## src/rtl/regfile_shadow_if.sv

```systemverilog
// regfile_shadow_if
//   Bundles the write port, both read ports and the save/restore control
//   of regfile_shadow into one interface.
//   master : writeback / decode / control-unit side (drives requests)
//   slave  : register file side (drives read data and status)
//   Signals:
//     wr, wa, wdata         write enable, address, data
//     ra0/rdata0, ra1/rdata1 read address / data, ports 0 and 1
//     save, restore         sequence requests
//     busy, done, wr_reject sequence status and dropped-write pulse
interface regfile_shadow_if #(
  parameter int DATA_W = 16,
  parameter int ADDR_W = 3
);
  logic              wr;
  logic [ADDR_W-1:0] wa;
  logic [DATA_W-1:0] wdata;
  logic [ADDR_W-1:0] ra0;
  logic [DATA_W-1:0] rdata0;
  logic [ADDR_W-1:0] ra1;
  logic [DATA_W-1:0] rdata1;
  logic              save;
  logic              restore;
  logic              busy;
  logic              done;
  logic              wr_reject;

  modport master (
    output wr, wa, wdata, ra0, ra1, save, restore,
    input  rdata0, rdata1, busy, done, wr_reject
  );

  modport slave (
    input  wr, wa, wdata, ra0, ra1, save, restore,
    output rdata0, rdata1, busy, done, wr_reject
  );
endinterface

```

## src/rtl/regfile_shadow.sv

```systemverilog
// regfile_shadow
//   Register file with one write port, two combinational read ports and a
//   shadow bank. A save copies main -> shadow one entry per cycle, a restore
//   copies shadow -> main one entry per cycle; each sequence keeps busy high
//   for NREGS cycles and ends with a one-cycle done pulse.
//   Ports:
//     clk  rising-edge clock
//     rst  asynchronous, active-high reset (clears both banks and the FSM)
//     bus  regfile_shadow_if.slave (write, read, save/restore, status)
//   NREGS must equal 2**ADDR_W so the index counter wraps by itself.
//
//   state   | meaning
//   IDLE    | normal operation, writes accepted, waiting for save/restore
//   SAVE    | copying main[idx] -> shadow[idx], writes rejected
//   RESTORE | copying shadow[idx] -> main[idx], writes rejected
module regfile_shadow #(
  parameter int DATA_W  = 16,
  parameter int NREGS   = 8,
  parameter int ADDR_W  = 3,
  parameter int BYPASS  = 1,
  parameter int ZERO_R0 = 0
) (
  input logic             clk,
  input logic             rst,
  regfile_shadow_if.slave bus
);

  typedef enum logic [1:0] {
    IDLE    = 2'd0,
    SAVE    = 2'd1,
    RESTORE = 2'd2
  } state_t;

  localparam logic [ADDR_W-1:0] LAST_IDX = ADDR_W'(NREGS - 1);
  localparam bit BP = (BYPASS != 0);
  localparam bit ZR = (ZERO_R0 != 0);

  state_t            state_q;
  logic [ADDR_W-1:0] idx_q;
  logic [ADDR_W-1:0] idx_d;
  logic              done_q;
  logic              wr_reject_q;
  logic [DATA_W-1:0] main_q [NREGS];
  logic [DATA_W-1:0] shad_q [NREGS];

  logic              busy;
  logic              wr_ok;
  logic [DATA_W-1:0] rd0;
  logic [DATA_W-1:0] rd1;

  assign busy  = (state_q != IDLE);
  assign idx_d = idx_q + 1'b1;
  // Entry 0 is hardwired when ZR, so its writes vanish without a reject.
  assign wr_ok = bus.wr && !(ZR && (bus.wa == '0));

  // Zero-entry forcing is applied last so it overrides the bypass.
  always_comb begin
    rd0 = main_q[bus.ra0];
    if (BP && bus.wr && !busy && (bus.wa == bus.ra0)) rd0 = bus.wdata;
    if (ZR && (bus.ra0 == '0)) rd0 = '0;
  end

  always_comb begin
    rd1 = main_q[bus.ra1];
    if (BP && bus.wr && !busy && (bus.wa == bus.ra1)) rd1 = bus.wdata;
    if (ZR && (bus.ra1 == '0)) rd1 = '0;
  end

  always_ff @(posedge clk or posedge rst) begin
    if (rst) begin
      state_q     <= IDLE;
      idx_q       <= '0;
      done_q      <= 1'b0;
      wr_reject_q <= 1'b0;
      for (int i = 0; i < NREGS; i++) begin
        main_q[i] <= '0;
        shad_q[i] <= '0;
      end
    end else begin
      done_q      <= 1'b0;
      // Any write attempt while a sequence runs is dropped and flagged,
      // regardless of address.
      wr_reject_q <= bus.wr && busy;
      case (state_q)
        IDLE: begin
          // The write lands on the accepting edge too, so a save captures
          // it and a restore later overwrites it.
          if (wr_ok) main_q[bus.wa] <= bus.wdata;
          if (bus.save) begin
            state_q <= SAVE;
            idx_q   <= '0;
          end else if (bus.restore) begin
            state_q <= RESTORE;
            idx_q   <= '0;
          end
        end
        SAVE: begin
          shad_q[idx_q] <= main_q[idx_q];
          idx_q         <= idx_d;
          if (idx_q == LAST_IDX) begin
            state_q <= IDLE;
            done_q  <= 1'b1;
          end
        end
        RESTORE: begin
          if (!(ZR && (idx_q == '0))) main_q[idx_q] <= shad_q[idx_q];
          idx_q <= idx_d;
          if (idx_q == LAST_IDX) begin
            state_q <= IDLE;
            done_q  <= 1'b1;
          end
        end
        default: begin
          state_q <= IDLE;
          idx_q   <= '0;
        end
      endcase
    end
  end

  assign bus.rdata0    = rd0;
  assign bus.rdata1    = rd1;
  assign bus.busy      = busy;
  assign bus.done      = done_q;
  assign bus.wr_reject = wr_reject_q;

endmodule

```

## src/flat_wrapper.sv

```systemverilog
// flat-port wrapper written by rule: the top's interface ports become plain ports
module regfile_shadow_flat 
#(
  parameter int DATA_W  = 16,
  parameter int NREGS   = 8,
  parameter int ADDR_W  = 3,
  parameter int BYPASS  = 1,
  parameter int ZERO_R0 = 0
)
  (clk, rst, bus_wr, bus_wa, bus_wdata, bus_ra0, bus_ra1, bus_save, bus_restore, bus_rdata0, bus_rdata1, bus_busy, bus_done, bus_wr_reject);
  regfile_shadow_if #(.DATA_W(DATA_W), .ADDR_W(ADDR_W)) bus_i ();
  input logic clk;
  input logic rst;
  input wire logic [$bits(bus_i.wr)-1:0] bus_wr;
  input wire logic [$bits(bus_i.wa)-1:0] bus_wa;
  input wire logic [$bits(bus_i.wdata)-1:0] bus_wdata;
  input wire logic [$bits(bus_i.ra0)-1:0] bus_ra0;
  input wire logic [$bits(bus_i.ra1)-1:0] bus_ra1;
  input wire logic [$bits(bus_i.save)-1:0] bus_save;
  input wire logic [$bits(bus_i.restore)-1:0] bus_restore;
  output wire logic [$bits(bus_i.rdata0)-1:0] bus_rdata0;
  output wire logic [$bits(bus_i.rdata1)-1:0] bus_rdata1;
  output wire logic [$bits(bus_i.busy)-1:0] bus_busy;
  output wire logic [$bits(bus_i.done)-1:0] bus_done;
  output wire logic [$bits(bus_i.wr_reject)-1:0] bus_wr_reject;
  assign bus_i.wr = bus_wr;
  assign bus_i.wa = bus_wa;
  assign bus_i.wdata = bus_wdata;
  assign bus_i.ra0 = bus_ra0;
  assign bus_i.ra1 = bus_ra1;
  assign bus_i.save = bus_save;
  assign bus_i.restore = bus_restore;
  assign bus_rdata0 = bus_i.rdata0;
  assign bus_rdata1 = bus_i.rdata1;
  assign bus_busy = bus_i.busy;
  assign bus_done = bus_i.done;
  assign bus_wr_reject = bus_i.wr_reject;
  regfile_shadow #(.DATA_W(DATA_W), .NREGS(NREGS), .ADDR_W(ADDR_W), .BYPASS(BYPASS), .ZERO_R0(ZERO_R0)) u_core (.clk(clk), .rst(rst), .bus(bus_i));
endmodule
```

## config.mk

```make
export PLATFORM = sky130hd
export DESIGN_NAME = regfile_shadow_flat
export DESIGN_NICKNAME = d
export VERILOG_FILES = /design/src/rtl/regfile_shadow_if.sv /design/src/rtl/regfile_shadow.sv /design/src/flat_wrapper.sv
export SDC_FILE = /design/constraint.sdc
export NUM_CORES = 1
export LEC_CHECK = 0
export CORE_AREA = 2 2 208 149
export DETAILED_ROUTE_END_ITERATION = 10
export DIE_AREA = 0 0 210 151
export MAX_ROUTING_LAYER = met4
export PLACE_DENSITY = 0.72
export SYNTH_ARGS = -nofsm -noshare
export SYNTH_HDL_FRONTEND = slang
export SYNTH_SLANG_ARGS = --single-unit
```

## constraint.sdc

```tcl
create_clock -name clk -period 8.1 [get_ports clk]
set_input_delay 1.215 -clock clk [delete_from_list [all_inputs] [get_ports clk]]
set_output_delay 1.215 -clock clk [all_outputs]
set_load 0.02 [all_outputs]
```

==> results of run 1 <==
[routing by layer]
metal | GRT usage [%] | share of wire [%] | vias up
met2 | 48.1 | 43 | 999
met4 | 12.7 | 4.8 | 0
met3 | 9.35 | 14 | 206
met5 | - | 0 | -
li1 | - | - | 5220
met1 | 43.5 | 38 | 6246
[sequential cells by signal, indices dropped and copies added (netlist names)]
signal and cells:
u_core.main_q 128, u_core.shad_q 128, u_core.bus.done 1, u_core.state_q 2, u_core.idx_q 3, u_core.bus.wr_reject 1
[power by group through the flow]
stage          combinational [W]  sequential (W)  clock, W
2_1_floorplan            0.00140         0.00181         0
3_3_place_gp             0.00188         0.00192         0
3_5_place_dp             0.00192         0.00193         0
4_1_cts                  0.00193         0.00192   0.00125
5_1_grt                  0.00208         0.00196   0.00131
6_report                 0.00196         0.00193   0.00125
[how the worst max path moves through the flow]
| stage | startpoint | end | slack, ns |
|---|---|---|---|
| after floorplan | rst | u_core.bus.done | 3.42 |
| after global placement | bus_ra1[2] | bus_rdata1[7] | 2.91 |
| after detailed placement | bus_ra1[2] | bus_rdata1[10] | 2.84 |
| after CTS | bus_ra1[2] | bus_rdata1[6] | 2.82 |
| after global routing | bus_ra1[2] | bus_rdata1[7] | 2.65 |
| final | bus_ra1[2] | bus_rdata1[6] | 2.74 |
[layout make-up]
class / count / area (um^2) / area share (%)
multi-input combinational: 1025 / 7980 / 47.6
clock buffer: 37 / 753 / 4.50
inverter: 11 / 45.0 / 0.269
tap: 385 / 482 / 2.88
sequential: 263 / 6590 / 39.3
clock inverter: 9 / 98.8 / 0.590
timing repair buffer: 84 / 801 / 4.78
[stage by stage]
| step | utilization [%] | hold WS [ns] | total power [W] |
|---|---|---|---|
| 2_1_floorplan | - | 0.434 | 0.00321 |
| 3_3_place_gp | 53.6 | 0.453 | 0.00380 |
| 3_5_place_dp | 53.6 | 0.460 | 0.00386 |
| 4_1_cts | 56.5 | 0.475 | 0.00510 |
| 5_1_grt | 56.5 | 0.500 | 0.00535 |
| 6_report | 56.5 | 0.476 | 0.00514 |
[cell usage in the layout, fill, tap and decap left out, types with 16 or more instances in the layout]
| master | n |
|---|---|
| buf_4 | 18 |
| clkdlybuf4s50_1 | 61 |
| o21ai_0 | 73 |
| nor2_1 | 47 |
| mux4_2 | 97 |
| clkbuf_16 | 27 |
| mux2i_1 | 41 |
| a21oi_1 | 41 |
| o221ai_1 | 127 |
| mux2_2 | 39 |
| nand2_1 | 408 |
| nor2b_1 | 19 |
| dfrtp_1 | 261 |
| mux2i_4 | 16 |
[logic make-up (layout without fill, tap and decap cells)]
| kind of cell | Yosys count | count (layout) | share of synthesized area (%) |
|---|---|---|---|
| compound gates | 288 | 288 | 13.6 |
| xor+xnor | 6 | 6 | 0.346 |
| fa+ha+maj | 5 | 5 | 0.412 |
| buf+inv | 146 | 141 | 4.82 |
| flops | 263 | 263 | 43.3 |
| mux | 193 | 193 | 22.3 |
| simple gates | 533 | 533 | 15.1 |
[worst register-to-register path, delay by kind of cell (launching register included)]
family                 cells  cell delay [ns]
and+or+nand+nor            2             1.24
buffers and inverters      1             0.72
DFF                        1             0.68
AOI/OAI and AO/OA          1             0.48
==> results.yml, run 1 <==
pwr:
  power.leakage_nw: 6.85
  p_per_area_nw_per_um2: 307
  switchingPower_w: 0.00202
  intPower_w: 0.00312
  ir_worst_vdd_mv: 0.208
  p_seq_share_pct: 37.6
  combPwrFrac_pct: 38.2
  switching_share_pct: 39.4
  p_clk_share_pct: 24.2
synth:
  async_flop_share_pct: 100
  synth-edff-count: 0
  synth_top_flop_cell: "dfrtp_1"
  yosys.cell_types.count: 55
  synth_common_cells: "nand2_1 (408), dfrtp_1 (263), o221ai_1 (127), mux4_2 (97), o21ai_0 (73)"
  synth_seq_cells: 263
  synth_fp_nets: 1469
  syn_area_um2: 15200
  seq_area_frac_synth_pct: 43.3
  yosysMostFrequentCell: "nand2_1"
  syn_inst: 1434
  synth_top_cell_by_area: "dfrtp_1"
  synth_top_area_share_pct: 43.3
  netlist_top_cells_area: "dfrtp_1 (43%), mux4_2 (14%), nand2_1 (10%), o221ai_1 (7.3%), mux2_2 (2.9%)"
  yosysWarningCount: 0
  syn_area_per_cell_um2: 10.6
clocking:
  cts_htree_levels: 1
  cts_resized: 0
  cts_buffers: 26
  hold_buffers: 0
  clk_path_buf_depth: 3
  postCtsSetupBuffers: 0
  clkLatencyLatePin_ns: 0.56
  clk_root_buffer_cell: "clkbuf_16"
  numClockSinks: 263
  cts_tree: "yes"
  clkTransAtPathRegs_ns: 0.06
detailed_routing:
  wl_per_cell_um: 27.2
  vias_per_cell: 6.99
  vias: 12700
  postRouteAntennaNets: 0
  drtIter0Drc: 1894
  drt_wl_total_um: 49400
  dr.pass1.iters: 6
  drc: 0
sta:
  finalClockSkew_ns: 0.0192
  tightest_slew_ns: 1.56
  fin_setup_tns_ns: 0
  rsz0062_at_grt: "false"
  fin_crit_ns: 5.36
  max_clock_freq_mhz: 187
  finalHoldViolCount: 0
  period_share_pct: 66.1
  max_slew_margin_pct: -3.91
  setup_ws_ns: 2.74
  finalSetupViolations: 0
  final_max_slew_viol_count: 17
die:
  coreArea_um2: 29600
  die_area_um2: 31700
  start_util_pct: 51.3
  fp.dieH_um: 151
  ios: 65
  fp.dieW_um: 210
  fp-row-count: 53
placed_design:
  numPortBuffers: 64
  dp_hpwl_um: 30800
  place_inst: 1768
  pre_cts_slack_ns: 2.84
  place_congestion: 0.943
  place_area_um2: 15900
critical_path:
  cp_cell_sequence: "clkdlybuf4s50_1 -> buf_4 -> xnor2_1 -> nand4_1 -> buf_4 -> nor2_1 -> a21oi_1 -> clkdlybuf4s50_1"
  r2r_slack_ns: 4.88
  crit_type: "in -> out"
  reg2reg_from: "u_core.idx_q[1]"
  critical_path.max_fanout: 32
  slowest_delay_ns: 1.07
  cp.depth: 8
  crit_arrival_ns: 4.14
  crit_path_top_delay_cell: "clkdlybuf4s50_1"
  cp_top_family: "buffers and inverters"
  cp-end-kind: "primary output"
  ff2ff_path_depth: 4
  reg2reg_to: "u_core.main_q[66]"
  cp.buffers_inverters: 4
  worst_setup_path_start_kind: "input port"
  worstPathRequired_ns: 6.88
job:
  cap_violations: 1
global_routing:
  antenna_found_initial: 0
  track_usage_pct: 32.8
  grt-ovfl-total: 0
  grt_max_degree: 150
  grt_pass1_wl_um: 75500
  first_global_vias: 12500
final_layout:
  design_area_um2: 16700
  syn2layout_area_growth_pct: 10.2
  n_antenna_cell: 0
  fin_nets: 1446
  drive_gt1_share_pct: 17.8
  fin_cells: 1814
  nFillCells: 2471
run_status:
  violations: "max-capacitance violations, max-slew violations"
  outcome: "complete, but fails checks"
hold_path:
  min_path_type: "reg -> reg"
  hold_end: "u_core.shad_q[45]"
  min-delay-start: "u_core.shad_q[45]"
  hold_depth: 2
No activity file was read; power rests on OpenSTA's default activity.
==> run 2: changes to the inputs <==
--- a/config.mk
+++ b/config.mk
@@ -9,7 +9,7 @@
 export DETAILED_ROUTE_END_ITERATION = 10
 export DIE_AREA = 0 0 210 151
 export MAX_ROUTING_LAYER = met4
-export PLACE_DENSITY = 0.72
+export PLACE_DENSITY = 0.69
 export SYNTH_ARGS = -nofsm -noshare
 export SYNTH_HDL_FRONTEND = slang
 export SYNTH_SLANG_ARGS = --single-unit
==> constraint.sdc (replaced) <==
create_clock -name clk -period 5 [get_ports clk]
set_input_delay 0.75 -clock clk [delete_from_list [all_inputs] [get_ports clk]]
set_output_delay 0.75 -clock clk [all_outputs]
set_load 0.02 [all_outputs]
==> run 2 against run 1 <==
Net effect:
- routed wire length up 6.8%
- global-route usage is 2.1 points higher
- the flow now finishes without violations
- die area stayed put
- clock power rose by 71%
- utilization rose by 0.64 points
==> results.yml, run 2 (synthesized netlist as in run 1, its figures left out) <==
run_status:
  outcome: "completed"
clocking:
  cts_htree_levels: 1
  postCtsSetupBuffers: 0
  cts_resized: 0
  clkLatencyLatePin_ns: 0.56
  hold_buffers: 0
  numClockSinks: 263
  clkTransAtPathRegs_ns: 0.07
  cts_buffers: 26
  cts_tree: "yes"
  clk_root_buffer_cell: "clkbuf_16"
  clk_path_buf_depth: 3
final_layout:
  drive_gt1_share_pct: 18.7
  n_antenna_cell: 0
  fin_nets: 1466
  most-common-layout-cells: "nand2_1 (408), dfrtp_1 (261), o221ai_1 (127)"
  syn2layout_area_growth_pct: 11.4
  reg_top3: "u_core.main_q x128, u_core.shad_q x128, u_core.idx_q x3"
  final_common_cell: "nand2_1"
detailed_routing:
  vias: 12800
  drt_wl_total_um: 52700
  vias_per_cell: 6.96
  drc: 0
  postRouteAntennaNets: 0
  dr.pass1.iters: 6
  wl_per_cell_um: 28.7
  drtIter0Drc: 1965
die:
  fp-row-count: 53
  fp.dieW_um: 210
  die_area_um2: 31700
  start_util_pct: 51.3
  fp.dieH_um: 151
  coreArea_um2: 29600
  ios: 65
pwr:
  power.leakage_nw: 6.96
  ir_worst_vdd_mv: 0.354
  p_total_w: 0.00845
  p_per_area_nw_per_um2: 499
sta:
  max_clock_freq_mhz: 254
  finalHoldViolCount: 0
  finalSetupViolations: 0
  fin_setup_tns_ns: 0
  finalClockSkew_ns: 0.0162
  rsz0062_at_grt: "false"
  final_max_slew_viol_count: 0
  max_slew_margin_pct: 7.91
  tightest_slew_ns: 1.38
  period_share_pct: 78.7
  setup_ws_ns: 1.06
  fin_crit_ns: 3.94
global_routing:
  track_usage_pct: 34.9
  grt_pass1_wl_um: 78900
  first_global_vias: 12600
  antenna_found_initial: 0
  grt_max_degree: 171
  grt-ovfl-total: 0
job:
  cap_violations: 0
placed_design:
  dp_hpwl_um: 32200
  numPortBuffers: 64
  place_congestion: 0.968
  pre_cts_slack_ns: 1.18
critical_path:
  crit_arrival_ns: 3.19
  cp-end-kind: "primary output"
  crit_type: "reg -> out"
  critical_path.max_fanout: 24
  worstPathRequired_ns: 4.25
  worst_setup_path_start_kind: "register"
hold_path:
  min_path_type: "in -> async"
[run 2: changes by cell type in the layout (fill, tap and decap cells not counted), sizes merged]
| cell | change |
|---|---|
| clkdlybuf4s50 | -1 |
| clkbuf | +3 |
| inv | -1 |
| bufinv | +2 |
| clkinvlp | +1 |
| clkinv | -3 |
| buf | +21 |
[run 2: report_power, final]
group	total (W)	internal [W]	switching [W]
Clock	0.00214	0.00125	0.000889
Sequential	0.00314	0.00263	0.000507
Combinational	0.00318	0.00129	0.00189
Total	0.00845	0.00517	0.00328
[run 2: worst paths after layout]
kind	from	depth (start not counted)	slack [ns]	end
worst max-delay path	u_core.state_q[0]	7	1.06	bus_rdata1[11]
max in group asynchronous	rst	3	3.28	u_core.shad_q[67]
min in group clk	u_core.shad_q[110]	2	0.48	u_core.shad_q[110]
worst min register to register	u_core.shad_q[110]	2	0.48	u_core.shad_q[110]
worst max register to register	u_core.idx_q[1]	5	1.67	u_core.shad_q[40]
worst min-delay path	rst	2	0.46	u_core.idx_q[2]
[run 2: through the flow]
step           cells  util, %  cell area, um^2  hold WS [ns]
5_1_grt         1836     57.1            16900         0.488
6_report        1836     57.1            16900         0.461
2_1_floorplan   1434        -            15200         0.434
4_1_cts         1836     57.1            16900         0.467
3_3_place_gp    1788     54.1            16000         0.452
3_5_place_dp    1788     54.1            16000         0.461
[run 2: final cells by class]
| cell class | instances | area, um^2 |
|---|---|---|
| clock inverters | 8 | 146 |
| multi-input cells | 1025 | 7950 |
| inverters | 11 | 45.0 |
| repair buffers | 104 | 971 |
| well taps | 385 | 482 |
| fillers | 2493 | 12700 |
| clock buffers | 40 | 754 |
| flip-flops and latches | 263 | 6590 |
[run 2: critical path, stage by stage (launching register included)]
cell,delay (ns)
dfrtp_1,0.38
inv_1,0.11
ha_1,0.47
and2_1,0.25
nand4_1,0.26
buf_4,0.34
a21oi_1,0.18
clkdlybuf4s50_1,0.62
[run 2: layer usage]
metal	share of wire, %	track usage (%)	routed length, um
met1	39	47.8	20600
met2	42	49.1	21900
met3	15	10.5	7650
met4	4.8	13.5	2550
met5	0	-	0
